--- src/rtl/fmul_pkg.sv ---
// Shared types and helpers for the pipelined floating-point multiplier.
package fmul_pkg;

  typedef enum logic [1:0] {
    CLS_ZERO,
    CLS_NORM,
    CLS_INF,
    CLS_NAN
  } cls_t;

  typedef struct packed {
    logic nv;
    logic of;
    logic uf;
    logic nx;
  } flags_t;

  // Canonical quiet NaN {0, all-ones, 1, 0...}, right-aligned in a wide vector.
  function automatic logic [127:0] qnan_bits(input int unsigned exp_w, input int unsigned mant_w);
    logic [127:0] r;
    r = '0;
    for (int unsigned i = 0; i < exp_w; i++) r[mant_w + i] = 1'b1;
    r[mant_w - 1] = 1'b1;
    return r;
  endfunction

  // Subnormals (exp=0) are flushed to zero.
  function automatic cls_t classify(input logic exp_zero, input logic exp_ones, input logic frac_nz);
    if (exp_zero)
      return CLS_ZERO;
    else if (exp_ones)
      return frac_nz ? CLS_NAN : CLS_INF;
    else
      return CLS_NORM;
  endfunction

  // Result class of a product in special-case priority order.
  function automatic cls_t combine(input cls_t a, input cls_t b);
    if (a == CLS_NAN || b == CLS_NAN ||
        (a == CLS_INF && b == CLS_ZERO) || (a == CLS_ZERO && b == CLS_INF))
      return CLS_NAN;
    else if (a == CLS_INF || b == CLS_INF)
      return CLS_INF;
    else if (a == CLS_ZERO || b == CLS_ZERO)
      return CLS_ZERO;
    else
      return CLS_NORM;
  endfunction

endpackage

--- src/rtl/fmul_round.sv ---
// Combinational normalise, round-to-nearest-even and pack for the final stage.
// Optional FMUL_FLAGS_EN adds the {nv, of, uf, nx} flag output.
module fmul_round
  import fmul_pkg::*;
#(
  parameter int unsigned EXP  = 8,
  parameter int unsigned MANT = 23
) (
  input  logic                    sign,
  input  cls_t                    cls,
  input  logic signed [EXP+1:0]   exp,
  input  logic [2*MANT+1:0]       prod,
`ifdef FMUL_FLAGS_EN
  output flags_t                  flags,
`endif
  output logic [EXP+MANT:0]       c
);

  localparam logic [127:0] QNAN_FULL = qnan_bits(EXP, MANT);
  localparam logic signed [EXP+1:0] EXP_MAX = $signed({2'b00, {EXP{1'b1}}});

  logic                  msb;
  logic [2*MANT:0]       norm;
  logic [MANT-1:0]       frac_n;
  logic                  guard;
  logic                  sticky;
  logic                  inc;
  logic [MANT:0]         frac_sum;
  logic signed [EXP+1:0] exp_n;
  logic signed [EXP+1:0] exp_r;

  always_comb begin
    msb      = prod[2*MANT+1];
    // Drop the leading one: a product in [2,4) loses its MSB, [1,2) is shifted up.
    norm     = msb ? prod[2*MANT:0] : {prod[2*MANT-1:0], 1'b0};
    frac_n   = norm[2*MANT:MANT+1];
    guard    = norm[MANT];
    sticky   = |norm[MANT-1:0];
    inc      = guard & (sticky | frac_n[0]);
    frac_sum = {1'b0, frac_n} + (MANT+1)'(inc);
    exp_n    = exp + $signed({{(EXP+1){1'b0}}, msb});
    exp_r    = exp_n + $signed({{(EXP+1){1'b0}}, frac_sum[MANT]});

    c = '0;
`ifdef FMUL_FLAGS_EN
    flags = '0;
`endif
    case (cls)
      CLS_NAN: begin
        c = QNAN_FULL[EXP+MANT:0];
`ifdef FMUL_FLAGS_EN
        flags.nv = 1'b1;
`endif
      end
      CLS_INF:  c = {sign, {EXP{1'b1}}, {MANT{1'b0}}};
      CLS_ZERO: c = {sign, {(EXP+MANT){1'b0}}};
      default: begin
        if (exp_r >= EXP_MAX) begin
          c = {sign, {EXP{1'b1}}, {MANT{1'b0}}};
`ifdef FMUL_FLAGS_EN
          flags.of = 1'b1;
`endif
        end else if (exp_r[EXP+1] || exp_r == '0) begin
          c = {sign, {(EXP+MANT){1'b0}}};
`ifdef FMUL_FLAGS_EN
          flags.uf = 1'b1;
`endif
        end else begin
          c = {sign, exp_r[EXP-1:0], frac_sum[MANT-1:0]};
        end
`ifdef FMUL_FLAGS_EN
        flags.nx = guard | sticky | flags.of | flags.uf;
`endif
      end
    endcase
  end

endmodule

--- src/rtl/fmul_pipe.sv ---
// Three-stage pipelined floating-point multiplier with valid/ready flow control.
// Define FMUL_FLAGS_EN to add the pipelined flags_o exception port.
module fmul_pipe
  import fmul_pkg::*;
#(
  parameter int unsigned EXP  = 8,
  parameter int unsigned MANT = 23,
  parameter int unsigned BIAS = (1 << (EXP - 1)) - 1
) (
  input  logic                clk_i,
  input  logic                rst_i,
  input  logic [EXP+MANT:0]   a_i,
  input  logic [EXP+MANT:0]   b_i,
  input  logic                valid_i,
  output logic                ready_o,
  output logic [EXP+MANT:0]   c_o,
  output logic                valid_o,
`ifdef FMUL_FLAGS_EN
  output logic [3:0]          flags_o,
`endif
  input  logic                ready_i
);

  localparam logic [EXP+1:0] BIAS_V = (EXP+2)'(BIAS);

  logic                  s1_valid, s2_valid;
  logic                  s1_adv, s2_adv, in_fire;

  logic                  s1_sign;
  logic signed [EXP+1:0] s1_exp;
  cls_t                  s1_cls;
  logic [MANT:0]         s1_ma, s1_mb;

  logic                  s2_sign;
  logic signed [EXP+1:0] s2_exp;
  cls_t                  s2_cls;
  logic [2*MANT+1:0]     s2_prod;

  cls_t                  cls_a, cls_b;
  logic [EXP+1:0]        exp_sum;
  logic [EXP+MANT:0]     c_next;
`ifdef FMUL_FLAGS_EN
  flags_t                flags_next;
`endif

  // Stall chain runs back from ready_i so a full pipe still moves one per cycle.
  always_comb begin
    s2_adv  = s2_valid && (!valid_o || ready_i);
    s1_adv  = s1_valid && (!s2_valid || s2_adv);
    ready_o = !s1_valid || s1_adv;
    in_fire = valid_i && ready_o;
  end

  always_comb begin
    cls_a   = classify(a_i[MANT +: EXP] == '0, a_i[MANT +: EXP] == '1, a_i[MANT-1:0] != '0);
    cls_b   = classify(b_i[MANT +: EXP] == '0, b_i[MANT +: EXP] == '1, b_i[MANT-1:0] != '0);
    exp_sum = (EXP+2)'(a_i[MANT +: EXP]) + (EXP+2)'(b_i[MANT +: EXP]) - BIAS_V;
  end

  always_ff @(posedge clk_i) begin
    if (rst_i) begin
      s1_valid <= 1'b0;
      s2_valid <= 1'b0;
      valid_o  <= 1'b0;
      c_o      <= '0;
`ifdef FMUL_FLAGS_EN
      flags_o  <= '0;
`endif
    end else begin
      if (ready_o)
        s1_valid <= valid_i;
      if (!s2_valid || s2_adv)
        s2_valid <= s1_valid;
      if (!valid_o || ready_i)
        valid_o <= s2_valid;
      if (s2_adv) begin
        c_o     <= c_next;
`ifdef FMUL_FLAGS_EN
        flags_o <= flags_next;
`endif
      end
    end
  end

  always_ff @(posedge clk_i) begin
    if (in_fire) begin
      s1_sign <= a_i[EXP+MANT] ^ b_i[EXP+MANT];
      s1_exp  <= $signed(exp_sum);
      s1_cls  <= combine(cls_a, cls_b);
      s1_ma   <= {1'b1, a_i[MANT-1:0]};
      s1_mb   <= {1'b1, b_i[MANT-1:0]};
    end
    if (s1_adv) begin
      s2_sign <= s1_sign;
      s2_exp  <= s1_exp;
      s2_cls  <= s1_cls;
      s2_prod <= (2*MANT+2)'(s1_ma) * (2*MANT+2)'(s1_mb);
    end
  end

  fmul_round #(
    .EXP  (EXP),
    .MANT (MANT)
  ) u_round (
    .sign  (s2_sign),
    .cls   (s2_cls),
    .exp   (s2_exp),
    .prod  (s2_prod),
`ifdef FMUL_FLAGS_EN
    .flags (flags_next),
`endif
    .c     (c_next)
  );

endmodule

--- config.mk ---
export PLATFORM = sky130hd
export DESIGN_NAME = fmul_pipe
export DESIGN_NICKNAME = d
export VERILOG_FILES = /design/src/rtl/fmul_pkg.sv /design/src/rtl/fmul_round.sv /design/src/rtl/fmul_pipe.sv
export SDC_FILE = /design/constraint.sdc
export NUM_CORES = 2
export LEC_CHECK = 0
export ABC_CLOCK_PERIOD_IN_PS = 17260
export BUFFER_PORTS_ARGS = -buffer_cell sky130_fd_sc_hd__buf_2
export CAP_MARGIN = 20
export CORE_AREA = 2 2 259 261
export CTS_BUF_LIST = sky130_fd_sc_hd__clkbuf_4 sky130_fd_sc_hd__clkbuf_8
export CTS_CLUSTER_SIZE = 14
export DETAILED_ROUTE_END_ITERATION = 8
export DIE_AREA = 0 0 261 263
export GPL_ROUTABILITY_DRIVEN = 1
export SYNTH_ARGS = -nofsm -noshare
export SYNTH_HDL_FRONTEND = slang
export SYNTH_HIERARCHICAL = 1
export SYNTH_SLANG_ARGS = --single-unit
--- constraint.sdc ---
create_clock -name clk_i -period 17.26 [get_ports clk_i]
set_clock_uncertainty 0.2 [all_clocks]
set_input_delay 0.863 -clock clk_i [delete_from_list [all_inputs] [get_ports clk_i]]
set_output_delay 0.863 -clock clk_i [all_outputs]
set_load 0.03 [all_outputs]
==> results.ini <==
[critical_path]
worstPathRequired_ps = 17360
worst_setup_path_end_kind = flip-flop
crit_arrival_ps = 8220
crit_type = flip-flop to flip-flop
crit_fanout = 17
critPathLaunchType = flip-flop

[finish]
multi_input_area_sq_um = 19000
register_area_sq_um = 4300
stdcell_area_sq_um = 27800
syn_to_final_growth_pct = 6.59
fin_nets = 3538
final_common_cell = inv_1
layout_common_cells = inv_1 (602), fa_1 (484), nand2_1 (361), and2_1 (252), ha_1 (190)
drive_gt1_share_pct = 7.19
nFillCells = 6388

[floorplan]
dieWidth_microns = 261
die_area_sq_um = 68600
boundaryPins = 102
core_area_sq_um = 65600
die_y_microns = 263
initial_core_util_pct = 39.8
fp-row-count = 94

[global_routing]
grt_max_degree = 62
grt_overflow = 0
track_usage_pct = 21.8
grt_first_pass_wirelength_microns = 114000
grt_antenna_before_repair = 3
grt_pass1_vias = 20100

[cts]
cts_tree = yes
cts_resized = 0
cts-root-buf = clkbuf_8
cts_buffer_depth = 2
post_cts_buffers = 0
ctsHoldBuffers = 0
insertion_delay_ps = 580
cts.sinks = 155
cts_made_buffers = 17
clk_pin_slew_worst_paths_ps = 100
htree_levels = 4

[route]
routedWlPerCell_microns = 19.7
ant_nets = 0
drt-vias-per-instance = 5.15
drt-total-wl_microns = 72300
via_count = 18900
post-route-drc-count = 0
dr.pass1.iters = 7
drt_iter0_drc = 1140

[synthesis]
synth-seq-area-share_pct = 16.5
synth_edf_count = 120
yosys-top-cells-area = fa_1 (37%), edfxtp_1 (14%), ha_1 (9.1%), inv_1 (8.7%), and2_1 (6.0%)
synth_top_area_cell = fa_1
synth.top_cell.area_share_pct = 37.1
syn_inst = 2786
synthFlopType = edfxtp_1
netlist_area_sq_um = 26100
ys_ff_latch = 155
avgSynthCellArea_sq_um = 9.37
syn_nets = 3528
ys_warn_count = 6
synth_cell_type_count = 73
async_flop_share_pct = 0

[placement]
dpl_cell_area_sq_um = 27400
portBuffers = 101
place_congestion = 0.954
dp_hpwl_microns = 55900

[timing]
period_share_pct = 47.0
period_minus_slack_ps = 8120
rsz0062_at_grt = no
setup_viol = 0
setup-tns-final_ps = 0
slew_viol_final = 0
hold_viol_final = 0
tightest_slew_ps = 1120
fmax_ghz = 0.123
slew_headroom_pct = 25.3

[run]
drv_cap = 0

[status]
status = finished clean

[hold_path]
hold_class = flip-flop to flip-flop

[cell type report]
type	instances	area share (%)
clock buffers	17	0.841
well taps	864	3.88
diodes	1	0.00899
flip-flops and latches	155	15.5
clock inverters	15	0.602
repair buffers	130	2.68
inverters	605	8.16
multi-input cells	1887	68.4
[synth_stat cells (all sizes together) (4+ instances only)]
library cell	number
o31ai	9
xnor2	35
o211ai	4
edfxtp	120
or3	4
ha	190
buf	18
inv	602
nor2	84
fa	484
o2111ai	5
nand4	24
xor2	34
a31oi	11
and2	252
nor2b	17
o21ai	41
a2111oi	10
a21oi	91
nand3	21
a211oi	4
o21bai	5
nand2	361
or4	10
nor4	46
clkbuf	121
o31a	5
mux2	8
mux2i	20
o21a	5
and3	8
o221ai	7
dfxtp	35
or2	4
nand2b	13
a21o	32
nor3	13
[critical path, stage by stage (launching register included)]
cell,delay (ps)
edfxtp_1,920
clkinv_1,620
fa_1,680
inv_1,50
fa_1,540
inv_1,60
fa_1,500
fa_1,510
inv_1,50
fa_1,500
fa_1,500
inv_1,50
fa_1,480
inv_1,40
ha_1,370
a21o_1,220
o21ba_2,240
nor2_1,40
a211oi_1,290
o21ai_0,180
o21ai_2,230
a311oi_2,150
a41o_1,280
xor2_1,140
[cell families (layout without fill, tap and decap cells)]
group                      Yosys count  in the layout  share of synthesized area (%)
AOI/OAI and AO/OA                  248            248                           6.34
xor gates and xnor gates            69             69                           2.31
adders and majority gates          674            674                           46.2
buffers and inverters              744            767                           10.9
DFF                                155            155                           16.5
muxes                               28             28                           1.11
other                                0              1                              0
and+or+nand+nor                    868            868                           16.7
[per-stage QoR]
stage	util (%)	hold WS (ps)	cells	setup WS, ps
3_3_place_gp	41.7	202	3638	9270
4_1_cts	42.3	195	3670	9220
6_report	42.4	226	3674	9140
2_1_floorplan	-	200	2786	10460
5_1_grt	42.4	243	3674	8840
3_5_place_dp	41.7	207	3638	9280
[per-layer routing]
metal  global-route usage [%]  wire length [microns]
met5                        0                      0
met4                     6.05                   1540
met3                     5.02                   5640
met2                     35.3                  33900
met1                     29.3                  31200
[path summary, 6_finish.rpt]
path | start | endpoint | slack [ps] | depth (start not counted)
max reg2reg | s1_mb[0] | s2_prod[46] | 9140 | 23
min reg2reg | s1_exp[4] | s2_exp[4] | 230 | 0
min | s1_exp[4] | s2_exp[4] | 230 | 0
max | s1_mb[0] | s2_prod[46] | 9140 | 23
[state kept, by name (all words and copies together) (netlist names)]
register / flops
s1_exp: 10
s1_sign: 1
s2_sign: 1
s2_valid: 1
s2_prod: 48
s1_mb: 23
s2_cls: 2
s1_cls: 2
c_o: 32
s2_exp: 10
s1_ma: 23
valid_o: 1
s1_valid: 1
Power is left out: the tool's default activity adds up to more than one toggle a clock period on the data nets, which glitch-free logic cannot reach.
